--- src/rtl/uart_pkg.sv ---
// rtl/uart_pkg.sv - shared types, constants and helpers for the UART receive path
package uart_pkg;

    localparam int UART_DATA_W = 8;

    typedef enum logic [2:0] {
        ST_IDLE,
        ST_START,
        ST_DATA,
        ST_STOP,
        ST_WAIT_HIGH
    } uart_rx_state_t;

    // Clocks per bit, rounded to nearest so the mid-bit sample drifts least.
    function automatic int clks_per_bit(input int clk_hz, input int baud);
        return (clk_hz + baud / 2) / baud;
    endfunction

endpackage

--- src/rtl/sync_fifo.sv ---
// rtl/sync_fifo.sv - first-word-fall-through FIFO with occupancy-based full/empty
module sync_fifo #(
    parameter int WIDTH = 8,
    parameter int DEPTH = 8,
    localparam int AW = $clog2(DEPTH),
    localparam int LW = $clog2(DEPTH + 1)
) (
    input  logic             clk,
    input  logic             reset,
    input  logic             push,
    input  logic             pop,
    input  logic [WIDTH-1:0] din,
    output logic [WIDTH-1:0] dout,
    output logic [LW-1:0]    level,
    output logic             full,
    output logic             empty
);

    logic [WIDTH-1:0] mem [DEPTH];
    logic [AW-1:0]    wr_ptr;
    logic [AW-1:0]    rd_ptr;
    logic             do_push;
    logic             do_pop;

    assign full    = (level == LW'(DEPTH));
    assign empty   = (level == '0);
    assign do_pop  = pop && !empty;
    // A full FIFO still takes a push when the head leaves in the same cycle.
    assign do_push = push && (!full || do_pop);
    // Head is forced to zero while empty so the output is defined out of reset.
    assign dout    = empty ? '0 : mem[rd_ptr];

    // Storage write; contents need no reset because level gates visibility.
    always_ff @(posedge clk) begin
        if (do_push) begin
            mem[wr_ptr] <= din;
        end
    end

    // Pointers wrap naturally at the power-of-two depth; level tracks occupancy.
    always_ff @(posedge clk) begin
        if (reset) begin
            wr_ptr <= '0;
            rd_ptr <= '0;
            level  <= '0;
        end else begin
            if (do_push) wr_ptr <= wr_ptr + AW'(1);
            if (do_pop)  rd_ptr <= rd_ptr + AW'(1);
            case ({do_push, do_pop})
                2'b10:   level <= level + LW'(1);
                2'b01:   level <= level - LW'(1);
                default: level <= level;
            endcase
        end
    end

endmodule

--- src/rtl/uart_rx_fifo.sv ---
// rtl/uart_rx_fifo.sv - 8N1 serial receiver feeding a FWFT byte FIFO with sticky error flags
module uart_rx_fifo
    import uart_pkg::*;
#(
    parameter int CLK_HZ     = 50_000_000,
    parameter int BAUD       = 115200,
    parameter int FIFO_DEPTH = 8
) (
    input  logic                               i_clk_50mhz,
    input  logic                               i_reset,
    input  logic                               i_rx,
    output logic [UART_DATA_W-1:0]             o_data,
    output logic                               o_valid,
    input  logic                               i_ready,
    output logic [$clog2(FIFO_DEPTH+1)-1:0]    o_level,
    output logic                               o_frame_err,
    output logic                               o_overrun,
    input  logic                               i_clr_err
);

    localparam int CPB  = clks_per_bit(CLK_HZ, BAUD);
    localparam int HALF = CPB / 2;
    localparam int CW   = $clog2(CPB);

    uart_rx_state_t         state;
    uart_rx_state_t         state_next;
    logic                   rx_meta;
    logic                   rx_s;
    logic [CW-1:0]          cnt;
    logic                   tick;
    logic [2:0]             bit_idx;
    logic [UART_DATA_W-1:0] shift;
    logic                   load_half;
    logic                   load_full;
    logic                   shift_en;
    logic                   push_req;
    logic                   frame_set;
    logic                   overrun_set;
    logic                   fifo_full;
    logic                   fifo_empty;

    assign tick        = (cnt == '0);
    assign o_valid     = !fifo_empty;
    // A byte is lost only if the FIFO is full and nothing leaves this cycle.
    assign overrun_set = push_req && fifo_full && !(o_valid && i_ready);

    // Two-flop synchroniser; idles high so reset never looks like a start bit.
    always_ff @(posedge i_clk_50mhz) begin
        if (i_reset) begin
            rx_meta <= 1'b1;
            rx_s    <= 1'b1;
        end else begin
            rx_meta <= i_rx;
            rx_s    <= rx_meta;
        end
    end

    // FSM state register.
    always_ff @(posedge i_clk_50mhz) begin
        if (i_reset) state <= ST_IDLE;
        else         state <= state_next;
    end

    // FSM next-state decode; every sample happens on the cycle the counter hits zero.
    always_comb begin
        state_next = state;
        case (state)
            ST_IDLE:      if (!rx_s) state_next = ST_START;
            ST_START:     if (tick) state_next = rx_s ? ST_IDLE : ST_DATA;
            ST_DATA:      if (tick && bit_idx == 3'd7) state_next = ST_STOP;
            ST_STOP:      if (tick) state_next = rx_s ? ST_IDLE : ST_WAIT_HIGH;
            ST_WAIT_HIGH: if (rx_s) state_next = ST_IDLE;
            default:      state_next = ST_IDLE;
        endcase
    end

    // FSM outputs: counter reloads, shift strobe, FIFO push and framing error.
    always_comb begin
        load_half = 1'b0;
        load_full = 1'b0;
        shift_en  = 1'b0;
        push_req  = 1'b0;
        frame_set = 1'b0;
        case (state)
            ST_IDLE:  load_half = !rx_s;
            ST_START: load_full = tick && !rx_s;
            ST_DATA: begin
                load_full = tick;
                shift_en  = tick;
            end
            ST_STOP: begin
                push_req  = tick && rx_s;
                frame_set = tick && !rx_s;
            end
            default: ;
        endcase
    end

    // Down-counter: half a bit to the start-bit centre, then whole bits.
    always_ff @(posedge i_clk_50mhz) begin
        if (i_reset)        cnt <= '0;
        else if (load_half) cnt <= CW'(HALF - 1);
        else if (load_full) cnt <= CW'(CPB - 1);
        else if (!tick)     cnt <= cnt - CW'(1);
    end

    // LSB-first shifter and bit index, restarted on every start bit.
    always_ff @(posedge i_clk_50mhz) begin
        if (i_reset) begin
            shift   <= '0;
            bit_idx <= '0;
        end else if (state == ST_START) begin
            bit_idx <= '0;
        end else if (shift_en) begin
            shift   <= {rx_s, shift[UART_DATA_W-1:1]};
            bit_idx <= bit_idx + 3'd1;
        end
    end

    // Sticky error flags; a same-cycle set wins over the clear pulse.
    always_ff @(posedge i_clk_50mhz) begin
        if (i_reset) begin
            o_frame_err <= 1'b0;
            o_overrun   <= 1'b0;
        end else begin
            if (frame_set)      o_frame_err <= 1'b1;
            else if (i_clr_err) o_frame_err <= 1'b0;
            if (overrun_set)    o_overrun   <= 1'b1;
            else if (i_clr_err) o_overrun   <= 1'b0;
        end
    end

    sync_fifo #(
        .WIDTH (UART_DATA_W),
        .DEPTH (FIFO_DEPTH)
    ) u_fifo (
        .clk   (i_clk_50mhz),
        .reset (i_reset),
        .push  (push_req),
        .pop   (i_ready),
        .din   (shift),
        .dout  (o_data),
        .level (o_level),
        .full  (fifo_full),
        .empty (fifo_empty)
    );

endmodule

--- config.mk ---
export PLATFORM = sky130hd
export DESIGN_NAME = uart_rx_fifo
export DESIGN_NICKNAME = d
export VERILOG_FILES = /design/src/rtl/uart_pkg.sv /design/src/rtl/sync_fifo.sv /design/src/rtl/uart_rx_fifo.sv
export SDC_FILE = /design/constraint.sdc
export NUM_CORES = 1
export LEC_CHECK = 0
export CORE_ASPECT_RATIO = 0.7
export CORE_MARGIN = 3
export CORE_UTILIZATION = 42
export DETAILED_ROUTE_END_ITERATION = 7
export HOLD_SLACK_MARGIN = 0.12
export PLACE_DENSITY_LB_ADDON = 0.25
export SKIP_CTS_REPAIR_TIMING = 1
export SYNTH_ARGS = -nofsm -noshare
export SYNTH_HDL_FRONTEND = slang
export SYNTH_SLANG_ARGS = --single-unit
--- constraint.sdc ---
create_clock -name i_clk_50mhz -period 4.1 [get_ports i_clk_50mhz]
set_clock_uncertainty 0.1 [all_clocks]
set_input_delay 0.82 -clock i_clk_50mhz [delete_from_list [all_inputs] [get_ports i_clk_50mhz]]
set_output_delay 0.82 -clock i_clk_50mhz [all_outputs]
set_load 0.01 [all_outputs]
==> run summary <==
average footprint of a synthesized cell: 13.48 µm²
largest fanout on the critical path: 16
final global-route overflow total: 0
Area growth, synth to finish: 13.98%
count of yosys warnings during synthesis: 0
min Tclk post-route: 3.272 ns
number of buffers between clock root and the deepest sink: 2
antenna violations before repair: 0
CP max-delay cell: dfxtp_1
power per cell area: 552.3 nW/µm²
count of endpoints failing hold in the final timing report: 0
clock tree from TritonCTS: built
number of standard cells in the layout, taps in and fillers out: 481
initial cell density of the core: 44.29%
average detailed-routed wire length per instance: 16.59 µm
Placed Cells incl. Taps: 465
gpl congestion: 0.7913
highest achievable clock rate: 305.6 MHz
number of I/O port buffers: 19
RSZ-0062 raised after global routing: no
I/O pin total: 20
detailed-route vias per instance: 5.353
most frequent standard cell in the layout excluding fill and tap cells: edfxtp_1
Main synth FF type: edfxtp_1
number of synthesized flops with an enable pin: 64
GRT Util Overall: 14.57%
Inserted Clock Buffers: 9
number of maximum-capacitance constraint violations: 0
antenna-violating nets left: 0
cell row count: 30
Synth Instances: 328
overall power of the completed layout: 2783 µW
clock edge transition at the registers on the reported setup and hold paths: 0.07 ns
Die Area: 11,810 µm²
first drt pass iteration count: 4
dominant cell type by area after synthesis: edfxtp_1
Final nets: 359
post-synthesis sequential element count: 104
area fraction of the dominant cell type after synthesis: 43.46%
Netlist Area Pre-Place: 4422 µm²
data arrival at the endpoint of the critical path: 2.35 ns
wire length of the first global-routing pass: 13,230 µm
fraction of synthesis flops using an asynchronous set or reset pin: 0%
ant diodes: 0
Initial DRC Count: 251
top library cells by usage in the layout, fill and taps aside: edfxtp_1, dfxtp_1, nor2_1, mux2i_1, clkdlybuf4s50_1
sort of element at the end of the critical path: primary output
Tightest Pin Transition: 0.9580 ns
CP peak stage delay: 0.82 ns
H-Tree Level Count: 3
DRC violations left: 0
detailed-placement wirelength estimate: 5365 µm
leading post-synthesis cells by cell area: edfxtp_1, dfxtp_1, mux4_2, mux2i_1, nor2_1
total core area: 9985 µm²
Slew Viols, Final: 0
number of global-route vias before repair: 2,447
share of synthesized area occupied by flip-flops and latches: 61.57%
worst-case headroom to the max-slew limit: 35.90%
kind of start point of the critical path: flip-flop
required arrival time at the worst endpoint: 3.18 ns
category of the most critical setup path: flip-flop to primary output
vias: 2,575
Root Driver: clkbuf_16
total clock sinks: 104
final number of setup-violating endpoints: 0
part of the cycle the worst path needs: 79.80%
Cell variety after synth: 51
die boundary width: 128.6 µm
classification of the worst-slack hold path: flip-flop to flip-flop
Leak: 0.001744 µW
maximum number of pins on one net before global-route repair: 20
Worst-Skew Late Latency: 0.34 ns
run status: complete, no violations
total wire length after detailed routing: 7981 µm
final sum of negative setup slack: 0 ns
die boundary height: 91.85 µm
synthesized netlist net count: 339
share of final-layout standard cells stronger than drive strength 1: 13.88%
largest vdd supply drop: 0.0002348 V
cell chain of the critical path: mux4_2 > mux2i_1 > nor2_1 > clkdlybuf4s50_1
-- power by group --
part,switching [µW],leakage (µW),internal [µW]
registers,93.4,0.000918,1150
logic,331,0.000687,355
clock network,377,0.000139,477
total,801,0.00174,1980
-- kinds of logic after synthesis --
family / count (synthesis) / synth area share [%]
AND/OR/NAND/NOR: 106 / 13.41
AO/OA/AOI/OAI: 39 / 5.688
multiplexers: 41 / 13.95
adder cells (fa/ha/maj): 6 / 1.698
flip-flops: 104 / 61.57
XOR/XNOR: 5 / 0.9906
buffers and inverters: 27 / 2.688
-- final cells by class --
type / count / area [µm²]
fillers: 846 / 4945
well taps: 128 / 160.2
inverters: 10 / 37.54
clock buffers: 10 / 229.0
clock inverters: 6 / 67.56
multi-input cells: 197 / 1580
flip-flops and latches: 104 / 2723
repair buffers: 26 / 242.7
-- stage by stage --
step	worst slack (ns)	util, %	instance area [µm²]	hold slack (ns)
after floorplan	1.484	-	4422	0.2895
after global placement	1.102	47.51	4743	0.2925
after detailed placement	1.060	47.51	4743	0.2986
after CTS	0.7781	50.48	5040	0.3146
after global routing	0.6466	50.48	5040	0.3301
final	0.8281	50.48	5040	0.3118
-- routing by layer --
layer	global-route usage (%)	vias to the layer above	routed length, µm
met5	0	-	0
met4	4.458	0	85
met3	4.249	9	286
met2	20.10	36	3334
met1	22.04	1261	4275
li1	-	1269	-
-- path summary, 6_finish.rpt --
kind / end / cells past startpoint / startpoint / slack [ns]
min: rx_s / 1 / rx_meta / 0.31
min reg2reg: rx_s / 1 / rx_meta / 0.31
max: o_data[1] / 4 / flip-flop / 0.83
max reg2reg: u_fifo.mem[7][6] / 6 / cnt[0] / 1.15
-- flip-flops by register name, summed over array words and instances (netlist names), named ones only --
name,flops
cnt,9
o_overrun,1
rx_s,1
u_fifo.wr_ptr,3
bit_idx,3
shift,8
o_frame_err,1
u_fifo.mem,64
rx_meta,1
state,3
u_fifo.level,4
u_fifo.rd_ptr,3
-- synth_stat cells (2+ instances only) --
library cell	count
nor4_4	2
xor2_1	2
buf_2	7
a21oi_1	14
or3_1	3
and3b_1	2
nor3_1	9
o21ai_0	5
nand2_1	18
mux2i_1	23
nor4_1	3
clkbuf_1	7
or4_1	5
or2_2	3
a211oi_1	4
mux4_2	16
or3b_2	2
a31oi_1	3
nor2_1	35
nor3b_1	2
nand2b_1	7
xnor2_1	3
dfxtp_1	40
ha_1	6
nor2b_1	4
nand3_1	5
o31ai_1	2
inv_1	10
edfxtp_1	64
-- critical path, delay by kind of cell (launching register included) --
family        cells  cell delay (ns)
simple gates      1             0.06
buf+inv           1             0.50
mux               2             0.63
flops             1             0.82
Note: power is estimated with default switching activity, not from simulation.
